File: config.mk
export PLATFORM = sky130hd
export DESIGN_NAME = seg_scan_decoder
export DESIGN_NICKNAME = d
export VERILOG_FILES = /design/src/rtl/seg_scan_decoder.sv
export SDC_FILE = /design/constraint.sdc
export NUM_CORES = 1
export LEC_CHECK = 0
export ABC_AREA = 1
export CAP_MARGIN = 5
export CORE_MARGIN = 5
export CORE_UTILIZATION = 54
export CTS_CLUSTER_SIZE = 8
export DETAILED_ROUTE_END_ITERATION = 8
export GPL_TIMING_DRIVEN = 0
export HOLD_SLACK_MARGIN = 0.1
export PLACE_DENSITY = 0.8
export RECOVER_POWER = 50
export SLEW_MARGIN = 20
export SYNTH_ARGS = -nofsm -noshare
export SYNTH_HDL_FRONTEND = slang
export SYNTH_SLANG_ARGS = --single-unit
File: constraint.sdc
create_clock -name clk -period 2.75 [get_ports clk]
set_input_delay 0.4125 -clock clk [delete_from_list [all_inputs] [get_ports clk]]
set_output_delay 0.4125 -clock clk [all_outputs]
set_load 0.03 [all_outputs]
File: src/rtl/seg_scan_decoder.sv
// seg_scan_decoder: rebuilds the hex value shown on a multiplexed 8-digit active-low seven-segment bus
module seg_scan_decoder #(
    parameter int STABLE_CYCLES = 4,
    parameter logic [7:0] DIGIT_MASK = 8'hFF
) (
    input  logic        clk,
    input  logic        rst,
    input  logic        sa,
    input  logic        sb,
    input  logic        sc,
    input  logic        sd,
    input  logic        se,
    input  logic        sf,
    input  logic        sg,
    input  logic        dp,
    input  logic [7:0]  an,
    output logic [31:0] digits,
    output logic [7:0]  digit_valid,
    output logic [7:0]  dp_out,
    output logic        frame_done,
    output logic        err_pattern,
    output logic        err_multi
);
    localparam logic [3:0] S = 4'(STABLE_CYCLES);
    logic [15:0] sample_q, prev_q;
    logic        sv_q, pv_q, same, acc;
    logic [3:0]  cnt_q, cnt_n;
    logic [7:0]  sel, seen_q, seen_n, valid_n, dp_n;
    logic        blank, single, multi, legal, hit, done;
    logic [6:0]  p;
    logic [3:0]  nib;
    logic [31:0] digits_n;
    // sample the bus; sv_q/pv_q mark sample_q/prev_q as holding real post-reset samples
    always_ff @(posedge clk) begin
        if (rst) begin
            sample_q <= '0;
            prev_q   <= '0;
            sv_q     <= 1'b0;
            pv_q     <= 1'b0;
            cnt_q    <= '0;
        end else begin
            sample_q <= {an, dp, sg, sf, se, sd, sc, sb, sa};
            prev_q   <= sample_q;
            sv_q     <= 1'b1;
            pv_q     <= sv_q;
            cnt_q    <= cnt_n;
        end
    end
    // stability run counter; acceptance fires once when the run reaches S
    always_comb begin
        same  = pv_q && sample_q == prev_q;
        cnt_n = !sv_q ? 4'd0 : !same ? 4'd1 : cnt_q == S ? S : cnt_q + 4'd1;
        acc   = sv_q && cnt_n == S && (cnt_q != S || !same);
    end
    // classify the anode field and decode the glyph of the accepted sample
    always_comb begin
        sel    = ~sample_q[15:8];
        blank  = sel == 8'd0;
        single = !blank && (sel & (sel - 8'd1)) == 8'd0;
        multi  = !blank && !single;
        p      = ~sample_q[6:0];
        legal  = 1'b1;
        nib    = 4'h0;
        case (p)
            7'h3F: nib = 4'h0;
            7'h06: nib = 4'h1;
            7'h5B: nib = 4'h2;
            7'h4F: nib = 4'h3;
            7'h66: nib = 4'h4;
            7'h6D: nib = 4'h5;
            7'h7D: nib = 4'h6;
            7'h07: nib = 4'h7;
            7'h7F: nib = 4'h8;
            7'h6F: nib = 4'h9;
            7'h77: nib = 4'hA;
            7'h7C: nib = 4'hB;
            7'h39: nib = 4'hC;
            7'h5E: nib = 4'hD;
            7'h79: nib = 4'hE;
            7'h71: nib = 4'hF;
            default: legal = 1'b0;
        endcase
    end
    // next digit/valid/dp/seen state for a single-anode acceptance
    always_comb begin
        hit      = acc && single;
        digits_n = digits;
        valid_n  = digit_valid;
        dp_n     = dp_out;
        seen_n   = seen_q | sel;
        for (int i = 0; i < 8; i++) begin
            if (hit && sel[i]) begin
                digits_n[4*i+:4] = legal ? nib : digits[4*i+:4];
                valid_n[i]       = legal;
                dp_n[i]          = legal ? ~sample_q[7] : dp_out[i];
            end
        end
        done = hit && (seen_n & DIGIT_MASK) == DIGIT_MASK;
    end
    // register decoded state and one-cycle status pulses
    always_ff @(posedge clk) begin
        if (rst) begin
            digits      <= '0;
            digit_valid <= '0;
            dp_out      <= '0;
            seen_q      <= '0;
            frame_done  <= 1'b0;
            err_pattern <= 1'b0;
            err_multi   <= 1'b0;
        end else begin
            digits      <= digits_n;
            digit_valid <= valid_n;
            dp_out      <= dp_n;
            seen_q      <= done ? 8'd0 : hit ? seen_n : seen_q;
            frame_done  <= done;
            err_pattern <= hit && !legal;
            err_multi   <= acc && multi;
        end
    end
endmodule

# [Yosys cells after proc, flatten, opt, wreduce, memory -nomap -nowiden]
# Cells that the tools add are included.
[totals] ff_bits=97 input_bits=18
[classes] addsub=2 eq_ne=21 muxes=6 n_bitwise=5 reduce_logical=34
[op_table] op="== test 7 bit, second input constant" count=12
[op_table] op="one-hot mux 4 bit (15 select lines)" count=1
[op_table] op="logical AND 1 bit" count=17
[op_table] op="== test 16 bit" count=1
[op_table] op="zero test 8 bit" count=2
[op_table] op="AND reduction 2 bit" count=8
[op_table] op="OR reduction 16 bit" count=1
[op_table] op="== test 7 x 3 -> 1 bit, second input constant" count=2
[op_table] op="== test 7 x 6 -> 1 bit, second input constant" count=2
[op_table] op="2-to-1 mux 4 bit" count=3
[op_table] op="bitwise AND 8 bit" count=1
[op_table] op="== test 4 x 3 -> 1 bit, second input constant" count=2
[op_table] op="== test 8 bit, second input constant" count=1
[op_table] op="inverter 8 bit" count=1
[op_table] op="OR 8 bit" count=1
[op_table] op="subtractor 8 x 1 -> 8 bit, second input constant" count=1
[op_table] op="inverter 7 bit" count=1
[op_table] op="adder 4 x 1 -> 4 bit, second input constant" count=1
[op_table] op="zero test 1 bit" count=4
[op_table] op="inequality test 4 x 3 -> 1 bit, second input constant" count=1
[op_table] op="2-to-1 mux 1 bit" count=2
[op_table] op="OR reduction 2 bit" count=1
[op_table] op="logical OR 1 bit" count=1
[op_table] op="inverter 1 bit" count=1

# [Longest topological paths before layout]
# Gate-level depths: netlist of the first run.
[logic_depth] ltp_word=10 ltp_mapped=14 ltp_nobuf=13

# [Worst setup path after synthesis of the first run]
# Ideal clock, no wire load.
[synth_path] path_type="reg2reg" start="reg cnt_q[0]" end="reg seen_q[0]" t_arrival_ns=1.922 path_slack_ns=0.708 stages_incl_launch_ff=14 n_path_buf=1 synth_period_minus_slack_ns=2.042 cell_sequence="dfxtp_1 > inv_1 > ha_1 > nand2_1 > inv_1 > nor2_1 > nand3_1 > inv_1 > nand3_1 > nor3_4 > buf_12 > nand3_1 > nand2_2 > a21oi_1"
[synth_via] elab_chain_len=10
[synth_lines] item="from (decl)" line_no="27" rtl="logic [3:0] cnt_q, cnt_n;"
[synth_lines] item="from (signal assigned)" line_no="46" rtl="cnt_q <= cnt_n;"
[synth_lines] item="adder 4 x 1 -> 4 bit / == test 4 x 3 -> 1 bit (equally long branches)" line_no="52" rtl="cnt_n = !sv_q ? 4'd0 : !same ? 4'd1 : cnt_q == S ? S : cnt_q + 4'd1;"
[synth_lines] item="2-to-1 mux 4 bit (3 in a row)" line_no="52"
[synth_lines] item="== test 4 x 3 -> 1 bit" line_no="53" rtl="acc = sv_q && cnt_n == S && (cnt_q != S || !same);"
[synth_lines] item="logical AND 1 bit" line_no="53"
[synth_lines] item="logical AND 1 bit *" line_no="53"
[synth_lines] item="logical AND 1 bit *" line_no="86" rtl="hit = acc && single;"
[synth_lines] item="logical AND 1 bit" line_no="98" rtl="done = hit && (seen_n & DIGIT_MASK) == DIGIT_MASK;"
[synth_lines] item="OR reduction 2 bit (no line)"
[synth_lines] item="to (signal assigned)" line_no="114" rtl="seen_q <= done ? 8'd0 : hit ? seen_n : seen_q;"
[synth_lines] item="to (decl)" line_no="28" rtl="logic [7:0] sel, seen_q, seen_n, valid_n, dp_n;"
# Mark *: on every way between the ends. The rest lies on a longest branch, timed or not.
# A chain may end at the register's enable or synchronous reset.

# [Final worst setup path of the first run]
[layout_path] start="reg sample_q[4]" end="reg digits[27]"
[layout_via] elab_chain_len=10
[layout_lines] item="from (decl)" line_no="25" rtl="logic [15:0] sample_q, prev_q;"
[layout_lines] item="from (signal assigned)" line_no="42" rtl="sample_q <= {an, dp, sg, sf, se, sd, sc, sb, sa};"
[layout_lines] item="== test 16 bit" line_no="51" rtl="same = pv_q && sample_q == prev_q;"
[layout_lines] item="logical AND 1 bit" line_no="51"
[layout_lines] item="2-to-1 mux 4 bit (2 in a row)" line_no="52"
[layout_lines] item="== test 4 x 3 -> 1 bit" line_no="53"
[layout_lines] item="logical AND 1 bit (2 in a row)" line_no="53"
[layout_lines] item="logical AND 1 bit" line_no="86"
[layout_lines] item="logical AND 1 bit" line_no="92" rtl="if (hit && sel[i]) begin"
[layout_lines] item="AND reduction 2 bit (no line)"
[layout_lines] item="to (signal assigned)" line_no="111" rtl="digits <= digits_n;"
[layout_lines] item="to (decl)" line_no="17" rtl="output logic [31:0] digits,"
# Several ways; a longest one is shown, not always the timed one.

==> qor.log, run 1 <==
[run_status] outcome finished, final reports clean
[sta] RSZ-0062 raised after global routing false
[routing] detailed-route via count 4208
[grt] initial antenna violation count 0
[floorplanning] row count 33
[sta] actual slew at the worst max-slew pin 1.16 ns
[cts] quantity of gates resized following cts 0
[synthesis] per-instance average area after synthesis 6.91 um^2
[routing] 1st-pass router iterations 6
[floorplanning] die boundary width 100 um
[final_layout] Layout Cell Area excl Fill 5440 um^2
[setup_path] critical path peak fanout 8
[setup_path] kind of end point of the critical path flop
[pwr] ratio of total power to cell area 498 nW/um^2
[run] number of max-cap violations 0
[min_path] Tightest Hold Check Type in -> reg
[routing] Final Routed Wirelength 11300 um
[final_layout] final design utilization 67.2%
[cts] post-cts hold buffer count 0
[grt] via count of the first global-routing pass 3906
[synthesis] total nets after synthesis 659
[setup_path] Critical Path Start Type flop
[routing] Routed Antenna Nets 0
[sta] Max-Slew Margin vs Limit 22.1%
[cts] later-pin clock latency in the skew report 0.37 ns
[sta] final setup slack of the worst path 0.232 ns
[routing] drt initial violations 292
[synthesis] count of cell types in the netlist 39
[setup_path] crit-path cells inv_1 -> nand3_1 -> inv_1 -> nand3_1 -> nand2_1 -> a211oi_1 -> nand3_1 -> nand2_1 -> nor2_1
[cts] setup bufs post-CTS 0
[floorplanning] placeable core area 8090 um^2
[setup_path] worst-path cell with the longest stage delay sky130_fd_sc_hd__a211oi_1
[setup_path] data required time of the critical path 3.02 ns
[sta] final-report max-slew violation count 0
[final_layout] count of inserted antenna diode cells 0
[routing] Remaining DRCs 0
[cts] number of buffers on the longest clock path 2
[sta] highest achievable clock rate 397 MHz
[cts] CTS Buf Count 9
[place] final weighted congestion of routability-driven global placement 0.951
[floorplanning] overall die area 10100 um^2
[setup_path] delay of the slowest cell on the worst path 0.96 ns
[place] area of placed instances 5230 um^2
[sta] final worst clock skew 0.0169 ns
[synthesis] post-synthesis instance total 639
[sta] post-layout min period 2.52 ns
[pwr] leakage dissipation 2.52 nW
[floorplanning] height of the chip 100 um
[sta] final number of hold-violating endpoints 0
[grt] first-pass GRT wire length 18000 um
[pwr] Max rail drop VDD 0.290 mV
[synthesis] sequential area share after synthesis 44.0%
[grt] maximum number of pins on one net before global-route repair 18
[synthesis] count of state elements after synthesis 97
[place] DP Wirelength 8720 um
[routing] Routed WL per cell 13.6 um
[cts] htree depth 3
[cts] clock tree sinks 97
[grt] total global routing overflow 0
[sta] Setup Viol. Count Final 0
[setup_path] kind of critical path reg -> reg
[cts] TritonCTS clock tree done
[cts] clk root buf sky130_fd_sc_hd__clkbuf_8
[setup_path] worst setup slack for register-to-register paths 0.23 ns
[final_layout] share of layout cells above drive strength 1 8.44%
[final_layout] FILL cells 757
[sta] period utilization 91.6%
[setup_path] cell repeated most along the worst path sky130_fd_sc_hd__nand3_1
[final_layout] Area Growth Syn to Fin 23.2%
[synthesis] count of synthesis-stage warnings from yosys 0
[setup_path] critical path arrival 2.79 ns
[grt] GRT Util Overall 22.7%
[floorplanning] count of boundary I/O pins 69
[place] pre-CTS setup slack 0.329 ns
[floorplanning] effective utilization at floorplan 54.5%
[place] count of input and output buffers 67
[routing] average vias per placed instance 5.08
[final_layout] post-layout net count 738
[synthesis] Syn Std Cell Area 4410 um^2
[cts] Worst-path clk slew 0.10 ns
-- per-stage QoR --
stage,cells,setup TNS [ns],hold slack (ns),power [W]
after floorplan,639,0,0.426,0.00167
after global placement,811,-0.00811,0.434,0.00175
after detailed placement,812,0,0.438,0.00176
after CTS,828,0,0.428,0.00272
after global routing,828,0,0.454,0.00282
final,828,0,0.424,0.00271
-- registers in the layout, summed over array words and instances, names as in the netlist --
name         flops
pv_q             1
digit_valid      8
prev_q          16
cnt_q            4
err_pattern      1
sample_q        16
frame_done       1
dp_out           8
seen_q           8
err_multi        1
sv_q             1
digits          32
-- where the power goes --
group	switching [W]	leakage [nW]	total [W]	internal, W
Clock	0.000520	0.106	0.000976	0.000456
Combinational	0.000192	1.62	0.000278	0.0000862
Sequential	0.0000243	0.789	0.00145	0.00143
Total	0.000736	2.52	0.00271	0.00197
-- cell usage after synthesis, drive strengths merged --
| cell type | number | area (um^2) |
|---|---|---|
| a211oi | 1 | 7.51 |
| a21boi | 1 | 7.51 |
| a21oi | 21 | 109 |
| buf | 9 | 71.3 |
| clkbuf | 9 | 33.8 |
| clkinv | 2 | 7.51 |
| dfxtp | 97 | 1940 |
| ha | 2 | 25.0 |
| inv | 90 | 338 |
| nand2 | 139 | 527 |
| nand3 | 59 | 340 |
| nand4 | 11 | 148 |
| nor2 | 171 | 669 |
| nor3 | 4 | 36.3 |
| nor3b | 1 | 7.51 |
| nor4 | 3 | 18.8 |
| o21a | 1 | 7.51 |
| o21ai | 4 | 20.0 |
| o21bai | 1 | 7.51 |
| o22ai | 4 | 25.0 |
| or2 | 5 | 31.3 |
| xnor2 | 2 | 17.5 |
| xor2 | 2 | 17.5 |
-- cell families (layout without fill, tap and decap cells) --
kind of cell | Yosys count | count (layout) | synth area share (%)
and+or+nand+nor | 393 | 393 | 40.3
buffers and inverters | 110 | 194 | 10.2
DFF | 97 | 97 | 44.0
AOI/OAI and AO/OA | 33 | 33 | 4.17
xor gates and xnor gates | 4 | 4 | 0.794
adders and majority gates | 2 | 2 | 0.567
-- critical path: cells and delay by family, from the launching register on --
family / cells / cell delay [ns]
and+or+nand+nor: 6 / 0.73
DFF: 1 / 0.48
AOI/OAI and AO/OA: 1 / 0.96
buffers and inverters: 2 / 0.27
-- cells in the final DEF, fill, tap and decap left out, types with 2 or more instances in the layout --
cell / n
sky130_fd_sc_hd__clkinv_1: 2
sky130_fd_sc_hd__nor4_1: 2
sky130_fd_sc_hd__nand3_2: 3
sky130_fd_sc_hd__nand3_4: 2
sky130_fd_sc_hd__nor2_1: 164
sky130_fd_sc_hd__xor2_1: 2
sky130_fd_sc_hd__a21oi_1: 20
sky130_fd_sc_hd__xnor2_1: 2
sky130_fd_sc_hd__nand4_2: 3
sky130_fd_sc_hd__o22ai_1: 4
sky130_fd_sc_hd__nand4_4: 4
sky130_fd_sc_hd__clkbuf_8: 10
sky130_fd_sc_hd__nand3_1: 54
sky130_fd_sc_hd__inv_1: 83
sky130_fd_sc_hd__o21ai_0: 3
sky130_fd_sc_hd__clkbuf_1: 9
sky130_fd_sc_hd__nor3_1: 2
sky130_fd_sc_hd__buf_1: 2
sky130_fd_sc_hd__ha_1: 2
sky130_fd_sc_hd__nand4_1: 4
sky130_fd_sc_hd__buf_2: 3
sky130_fd_sc_hd__dlygate4sd3_1: 36
sky130_fd_sc_hd__buf_4: 3
sky130_fd_sc_hd__or2_2: 5
sky130_fd_sc_hd__dfxtp_1: 97
sky130_fd_sc_hd__clkdlybuf4s50_1: 31
sky130_fd_sc_hd__nand2_2: 2
sky130_fd_sc_hd__nor2_2: 5
sky130_fd_sc_hd__nand2_1: 137
sky130_fd_sc_hd__inv_2: 7
sky130_fd_sc_hd__nor2_4: 2
-- area by class of cell --
| class | count | area, um^2 | area share, % |
|---|---|---|---|
| plain buffers | 18 | 105 | 1.93 |
| clock buffers | 10 | 138 | 2.53 |
| clock inverters | 6 | 76.3 | 1.40 |
| inverters | 92 | 345 | 6.35 |
| multi-input cells | 432 | 2020 | 37.2 |
| flip-flops and latches | 97 | 1940 | 35.7 |
| well taps | 105 | 131 | 2.42 |
| repair buffers | 68 | 676 | 12.4 |
-- layer usage --
layer  up-vias  track usage [%]  wire length [um]
li1       2115                -                 -
met1      1934             28.7              4860
met2       133             38.9              5580
met3        26             3.34               553
met4         0             9.02               285
met5         -                0                 0
-- worst paths after layout --
kind,start,to,cells past startpoint
hold / removal,rst,digit_valid[7],2
setup / recovery,sample_q[4],digits[27],9
setup reg to reg,sample_q[4],digits[27],9
hold reg to reg,seen_q[7],seen_q[7],2
(Power assumes the default switching activity.)
==> run 2, diff against run 1 <==
--- a/config.mk
+++ b/config.mk
@@ -6,7 +6,7 @@
 export NUM_CORES = 1
 export LEC_CHECK = 0
 export ABC_AREA = 1
-export CAP_MARGIN = 5
+export CAP_MARGIN = 20
 export CORE_MARGIN = 5
 export CORE_UTILIZATION = 54
 export CTS_CLUSTER_SIZE = 8
@@ -15,7 +15,6 @@
 export HOLD_SLACK_MARGIN = 0.1
 export PLACE_DENSITY = 0.8
 export RECOVER_POWER = 50
-export SLEW_MARGIN = 20
 export SYNTH_ARGS = -nofsm -noshare
 export SYNTH_HDL_FRONTEND = slang
 export SYNTH_SLANG_ARGS = --single-unit
==> constraint.sdc (replaced) <==
create_clock -name clk -period 2.6 [get_ports clk]
set_input_delay 0.39 -clock clk [delete_from_list [all_inputs] [get_ports clk]]
set_output_delay 0.39 -clock clk [all_outputs]
set_load 0.03 [all_outputs]
==> run 2 against run 1 <==
  * Maximum frequency increased by 7.0%
  * Power is 6.0% higher
  * First-iteration DRC count up 4.8%
  * Count of clock-buffer cells in the layout stayed put
  * Clock skew down 0.00095 ns
  * Utilization up 0.31 points
  * Non-clock buffer count is the same
  * Routed wire length rose by 0.12%
  * Final area rose by 0.46%
  * Sequential power grew 6%
  * Largest power group unchanged
==> qor.log, run 2 (synthesized netlist as in run 1, its figures left out) <==
[run_status] outcome finished, final reports clean
[sta] Setup Viol. Count Final 0
[grt] first-pass GRT wire length 17800 um
[floorplanning] overall die area 10100 um^2
[floorplanning] row count 33
[setup_path] critical path peak fanout 8
[cts] Worst-path clk slew 0.10 ns
[grt] via count of the first global-routing pass 3769
[setup_path] kind of critical path reg -> reg
[routing] average vias per placed instance 5.11
[final_layout] highest-count cells in the layout ignoring fill and taps sky130_fd_sc_hd__nor2_1 (164), sky130_fd_sc_hd__nand2_1 (137), sky130_fd_sc_hd__dfxtp_1 (97)
[pwr] Gate power share 10.3%
[setup_path] data required time of the critical path 2.87 ns
[final_layout] flip-flop count of the largest register, all copies and words added 32
[sta] actual slew at the worst max-slew pin 1.07 ns
[floorplanning] height of the chip 100 um
[grt] maximum number of pins on one net before global-route repair 18
[pwr] switching part of the total 27.3%
[final_layout] post-layout net count 738
[cts] TritonCTS clock tree done
[setup_path] critical path arrival 2.62 ns
[sta] Max-Slew Margin vs Limit 28.4%
[place] DP Wirelength 8720 um
[run] number of max-cap violations 0
[grt] GRT Util Overall 22.5%
[floorplanning] die boundary width 100 um
[final_layout] count of inserted antenna diode cells 0
[cts] post-cts hold buffer count 0
[final_layout] Area Growth Syn to Fin 23.7%
[place] area of placed instances 5220 um^2
[sta] highest achievable clock rate 425 MHz
[cts] number of buffers on the longest clock path 2
[final_layout] registers with the highest flip-flop counts digits x32, prev_q x16, sample_q x16
[routing] drt initial violations 306
[grt] total global routing overflow 0
[setup_path] crit-path cells inv_1 -> nand3_1 -> inv_1 -> nand3_1 -> nand4_1 -> nor4_2 -> nand3_1 -> nand2_1 -> nor2_1
[setup_path] kind of end point of the critical path flop
[routing] Final Routed Wirelength 11300 um
[final_layout] post-route insts no fill 828
[min_path] Tightest Hold Check Type in -> reg
[sta] final-report max-slew violation count 0
[routing] Routed Antenna Nets 0
[sta] post-layout min period 2.35 ns
[cts] later-pin clock latency in the skew report 0.37 ns
[pwr] internal power 0.00208 W
[floorplanning] placeable core area 8090 um^2
[cts] htree depth 3
[setup_path] Critical Path Start Type flop
[sta] final worst clock skew 0.0159 ns
[sta] RSZ-0062 raised after global routing false
[grt] initial antenna violation count 0
[cts] clock tree sinks 97
[place] count of input and output buffers 67
[place] Placed Instances 811
[sta] worst hold margin 0.391 ns
[floorplanning] count of boundary I/O pins 69
[routing] detailed-route via count 4235
[final_layout] share of layout cells above drive strength 1 8.71%
[sta] final number of hold-violating endpoints 0
[cts] CTS Buf Count 9
[setup_path] depth of the most critical reg-to-reg path 9
[routing] Remaining DRCs 0
[pwr] sequential cell fraction of total power 53.6%
[setup_path] worst-path cell with the longest stage delay sky130_fd_sc_hd__nor4_2
[routing] Routed WL per cell 13.6 um
[setup_path] cell repeated most along the worst path sky130_fd_sc_hd__nand3_1
[final_layout] top register by number of flip-flops digits
[routing] 1st-pass router iterations 5
[pwr] Max rail drop VDD 0.296 mV
[pwr] clock group share of total power 36.1%
[setup_path] delay of the slowest cell on the worst path 0.81 ns
[final_layout] most common library cell in the layout ignoring fill and taps sky130_fd_sc_hd__nor2_1
[min_path] Worst Hold Depth 2
[cts] clk root buf sky130_fd_sc_hd__clkbuf_8
[floorplanning] effective utilization at floorplan 54.5%
[place] final weighted congestion of routability-driven global placement 0.951
[pwr] ratio of total power to cell area 525 nW/um^2
[pwr] leakage dissipation 2.52 nW
[final_layout] Layout Cell Area excl Fill 5460 um^2
[pwr] net switching power 0.000784 W
[sta] period utilization 90.5%
==> run 2: cell counts in the layout (fill, tap and decap cells not counted) <==
No cell type changed its count.
==> run 2: layer usage <==
metal	wire length (um)	vias to the layer above	track usage [%]
li1	-	2117	-
met1	4770	1935	29.3
met2	5570	163	38.4
met3	740	20	3.75
met4	213	0	6.42
met5	0	-	0
==> run 2: layout make-up <==
cell class	count	area, um^2
Inverter	92	345
Multi-Input combinational cell	432	2030
Tap cell	105	131
Clock inverter	6	76.3
Fill cell	733	2630
Timing Repair Buffer	68	691
Clock buffer	10	138
Sequential cell	97	1940
Buffer	18	105
==> run 2: through the flow <==
step / util, % / total power (W) / setup WS [ns] / setup TNS, ns
CTS: 67.2 / 0.00288 / 0.167 / 0
floorplan: - / 0.00176 / 0.558 / 0
global placement: 64.5 / 0.00185 / -0.158 / -1.07
finish: 67.5 / 0.00287 / 0.247 / 0
global route: 67.5 / 0.00298 / 0.0520 / 0
detailed placement: 64.5 / 0.00186 / 0.195 / 0
==> run 2: worst paths after layout <==
path               startpoint              to  slack, ns
setup / recovery  sample_q[4]       digits[8]       0.25
hold / removal            rst  digit_valid[7]       0.39
setup reg to reg  sample_q[4]       digits[8]       0.25
hold reg to reg     seen_q[7]       seen_q[7]       0.46
==> run 2: worst max-delay path: cells and delay by family, from the launching register on <==
| kind | cells | cell delay (ns) |
|---|---|---|
| buffers and inverters | 2 | 0.25 |
| DFF | 1 | 0.48 |
| and+or+nand+nor | 7 | 1.51 |
==> run 2: power by group through the flow <==
| stage | sequential, W | clock [W] | combinational (W) |
|---|---|---|---|
| after global routing | 0.00154 | 0.00111 | 0.000326 |
| final | 0.00154 | 0.00104 | 0.000297 |
| after CTS | 0.00154 | 0.00105 | 0.000290 |
| after detailed placement | 0.00157 | 0 | 0.000289 |
| after global placement | 0.00157 | 0 | 0.000283 |
| after floorplan | 0.00156 | 0 | 0.000201 |
==> run 2: repair_timing <==
action / 4_1_cts / 5_1_grt
endpoints found under the setup margin: 0 / 13
resized for setup: 0 / 2
endpoints found under the hold margin: 0 / 0
buffers inserted: 0 / 1
==> run 3, diff against run 2 <==
--- a/config.mk
+++ b/config.mk
@@ -7,13 +7,14 @@
 export LEC_CHECK = 0
 export ABC_AREA = 1
 export CAP_MARGIN = 20
-export CORE_MARGIN = 5
-export CORE_UTILIZATION = 54
+export CORE_MARGIN = 1
+export CORE_UTILIZATION = 63
 export CTS_CLUSTER_SIZE = 8
 export DETAILED_ROUTE_END_ITERATION = 8
+export DONT_BUFFER_PORTS = 1
 export GPL_TIMING_DRIVEN = 0
 export HOLD_SLACK_MARGIN = 0.1
-export PLACE_DENSITY = 0.8
+export PLACE_DENSITY = 0.79
 export RECOVER_POWER = 50
 export SYNTH_ARGS = -nofsm -noshare
 export SYNTH_HDL_FRONTEND = slang
==> run 3 against run 2 <==
  * Critical path depth did not move
  * Non-clock buffer count shrank 62
  * Via count fell by 3.8%
  * Largest power group unchanged
  * Power down 3.0%
  * Maximum frequency down 1.3%
  * Count of clock-buffer cells in the layout did not move
  * Final area down 12%
  * Register-to-register slack worse by 0.03 ns
  * Sequential power is essentially flat
  * Highest routed layer unchanged
  * Routed wire length fell by 6.4%
  * Cell count is 8.6% lower
==> qor.log, run 3 (synthesized netlist as in run 1, its figures left out) <==
[setup_path] Critical Path Start Type flop
[setup_path] critical path arrival 2.67 ns
[pwr] Power, Total 0.00278 W
[sta] Setup Viol. Count Final 0
[sta] post-layout min period 2.38 ns
[setup_path] kind of end point of the critical path flop
[cts] htree depth 3
[final_layout] FILL cells 583
[setup_path] data required time of the critical path 2.88 ns
[grt] first-pass GRT wire length 17200 um
[setup_path] critical path peak fanout 8
[cts] later-pin clock latency in the skew report 0.38 ns
[grt] via count of the first global-routing pass 3757
[final_layout] share of layout cells above drive strength 1 10.3%
[final_layout] combined flip-flop and latch cell area 1940 um^2
[setup_path] critical register-to-register path startpoint sample_q[3]
[sta] period utilization 91.7%
[routing] Remaining DRCs 0
[floorplanning] overall die area 7350 um^2
[run_status] outcome finished, final reports clean
[floorplanning] count of boundary I/O pins 69
[routing] Final Routed Wirelength 10600 um
[routing] detailed-route via count 4075
[setup_path] crit-path cells nor2_1 -> nand2_1 -> inv_1 -> nand2_1 -> nand4_1 -> nor4_2 -> nand3_1 -> nand2_1 -> nor2_1
[cts] TritonCTS clock tree done
[cts] Worst-path clk slew 0.10 ns
[grt] initial antenna violation count 0
[sta] setup tns final 0 ns
[setup_path] Top delay family on crit path simple AND/OR/NAND/NOR gates
[routing] 1st-pass router iterations 5
[grt] total global routing overflow 0
[pwr] leakage dissipation 2.17 nW
[pwr] ratio of total power to cell area 582 nW/um^2
[final_layout] post-layout net count 676
[final_layout] count of inserted antenna diode cells 0
[final_layout] highest-count cells in the layout ignoring fill and taps sky130_fd_sc_hd__nor2_1 (164), sky130_fd_sc_hd__nand2_1 (137), sky130_fd_sc_hd__dfxtp_1 (97)
[sta] final number of hold-violating endpoints 0
[routing] drt initial violations 250
[sta] highest achievable clock rate 419 MHz
[sta] final worst clock skew 0.0152 ns
[grt] maximum number of pins on one net before global-route repair 19
[floorplanning] row count 30
[cts] CTS Buf Count 9
[setup_path] combined buffer and inverter count along the critical path 1
[cts] clock tree sinks 97
[setup_path] delay of the slowest cell on the worst path 0.87 ns
[final_layout] Area Growth Syn to Fin 8.42%
[floorplanning] effective utilization at floorplan 65.0%
[cts] clk root buf sky130_fd_sc_hd__clkbuf_8
[min_path] hold path startpoint sd
[routing] Routed WL per cell 14.0 um
[final_layout] top register by number of flip-flops digits
[place] DP Wirelength 7770 um
[floorplanning] placeable core area 6790 um^2
[sta] actual slew at the worst max-slew pin 1.14 ns
[sta] final-report max-slew violation count 0
[floorplanning] height of the chip 85.7 um
[routing] Routed Antenna Nets 0
[final_layout] most common library cell in the layout ignoring fill and taps sky130_fd_sc_hd__nor2_1
[setup_path] cell repeated most along the worst path sky130_fd_sc_hd__nand2_1
[sta] Max-Slew Margin vs Limit 23.2%
[place] final weighted congestion of routability-driven global placement 0.924
[pwr] Max rail drop VDD 0.335 mV
[cts] number of buffers on the longest clock path 2
[grt] GRT Util Overall 30.3%
[min_path] Tightest Hold Check Type in -> reg
[place] count of input and output buffers 0
[final_layout] flip-flop count of the largest register, all copies and words added 32
[run] number of max-cap violations 0
[setup_path] startpoint of the most critical setup path sample_q[3]
[floorplanning] die boundary width 85.7 um
[final_layout] registers with the highest flip-flop counts digits x32, prev_q x16, sample_q x16
[final_layout] area of the multi-input gates 2030 um^2
[setup_path] kind of critical path reg -> reg
[sta] RSZ-0062 raised after global routing false
[setup_path] worst-path cell with the longest stage delay sky130_fd_sc_hd__nor4_2
[routing] average vias per placed instance 5.38
run 3: changes by cell type in the layout (fill, tap and decap cells not counted), moves of 2 or more:
| cell | before | now |
|---|---|---|
| sky130_fd_sc_hd__dlygate4sd3_1 | 36 | 1 |
| sky130_fd_sc_hd__buf_4 | 3 | 7 |
| sky130_fd_sc_hd__clkdlybuf4s50_1 | 31 | 0 |
| sky130_fd_sc_hd__inv_8 | 0 | 2 |
run 3: per-layer routing:
layer  routed length [um]  up-vias  global-route usage [%]
li1                     -     1995                       -
met1                 4390     1843                    37.6
met2                 5000      201                    50.6
met3                  853       36                    5.68
met4                  337        0                    15.2
met5                    0        -                       0
run 3: cell type report:
cell class	count	area share, %
clock inverters	6	1.20
well taps	96	2.51
inverters	92	7.22
repair buffers	6	0.941
flip-flops and latches	97	40.6
multi-input cells	432	42.5
clock buffers	10	2.88
plain buffers	18	2.20
run 3: repair_timing:
item	4_1_cts	5_1_grt
resized for setup	0	1
hold endpoints to repair	0	1
setup buffers	0	4
setup endpoints to repair	0	12
hold buffers	0	1
run 3: power by group:
part           switching [W]  leakage, nW  internal, W
clock network       0.000571        0.101     0.000398
logic               0.000205         1.28    0.0000728
registers          0.0000250        0.789      0.00151
total               0.000802         2.17      0.00198
run 3: metrics by stage:
stage / instance area, um^2 / std cells / worst slack [ns] / utilization (%) / hold slack [ns]
2_1_floorplan: 4410 / 639 / 0.558 / - / 0.426
6_report: 4790 / 757 / 0.215 / 70.4 / 0.109
5_1_grt: 4790 / 757 / 0.00832 / 70.4 / 0.105
3_3_place_gp: 4530 / 735 / -0.0542 / 66.7 / 0.433
4_1_cts: 4740 / 751 / 0.209 / 69.7 / 0.102
3_5_place_dp: 4540 / 735 / 0.224 / 66.8 / 0.438
run 3: worst paths after layout:
| path | to | slack, ns | cells after the start |
|---|---|---|---|
| min reg2reg | seen_q[5] | 0.45 | 2 |
| min | sample_q[3] | 0.11 | 2 |
| max | digits[12] | 0.22 | 9 |
| max reg2reg | digits[12] | 0.22 | 9 |
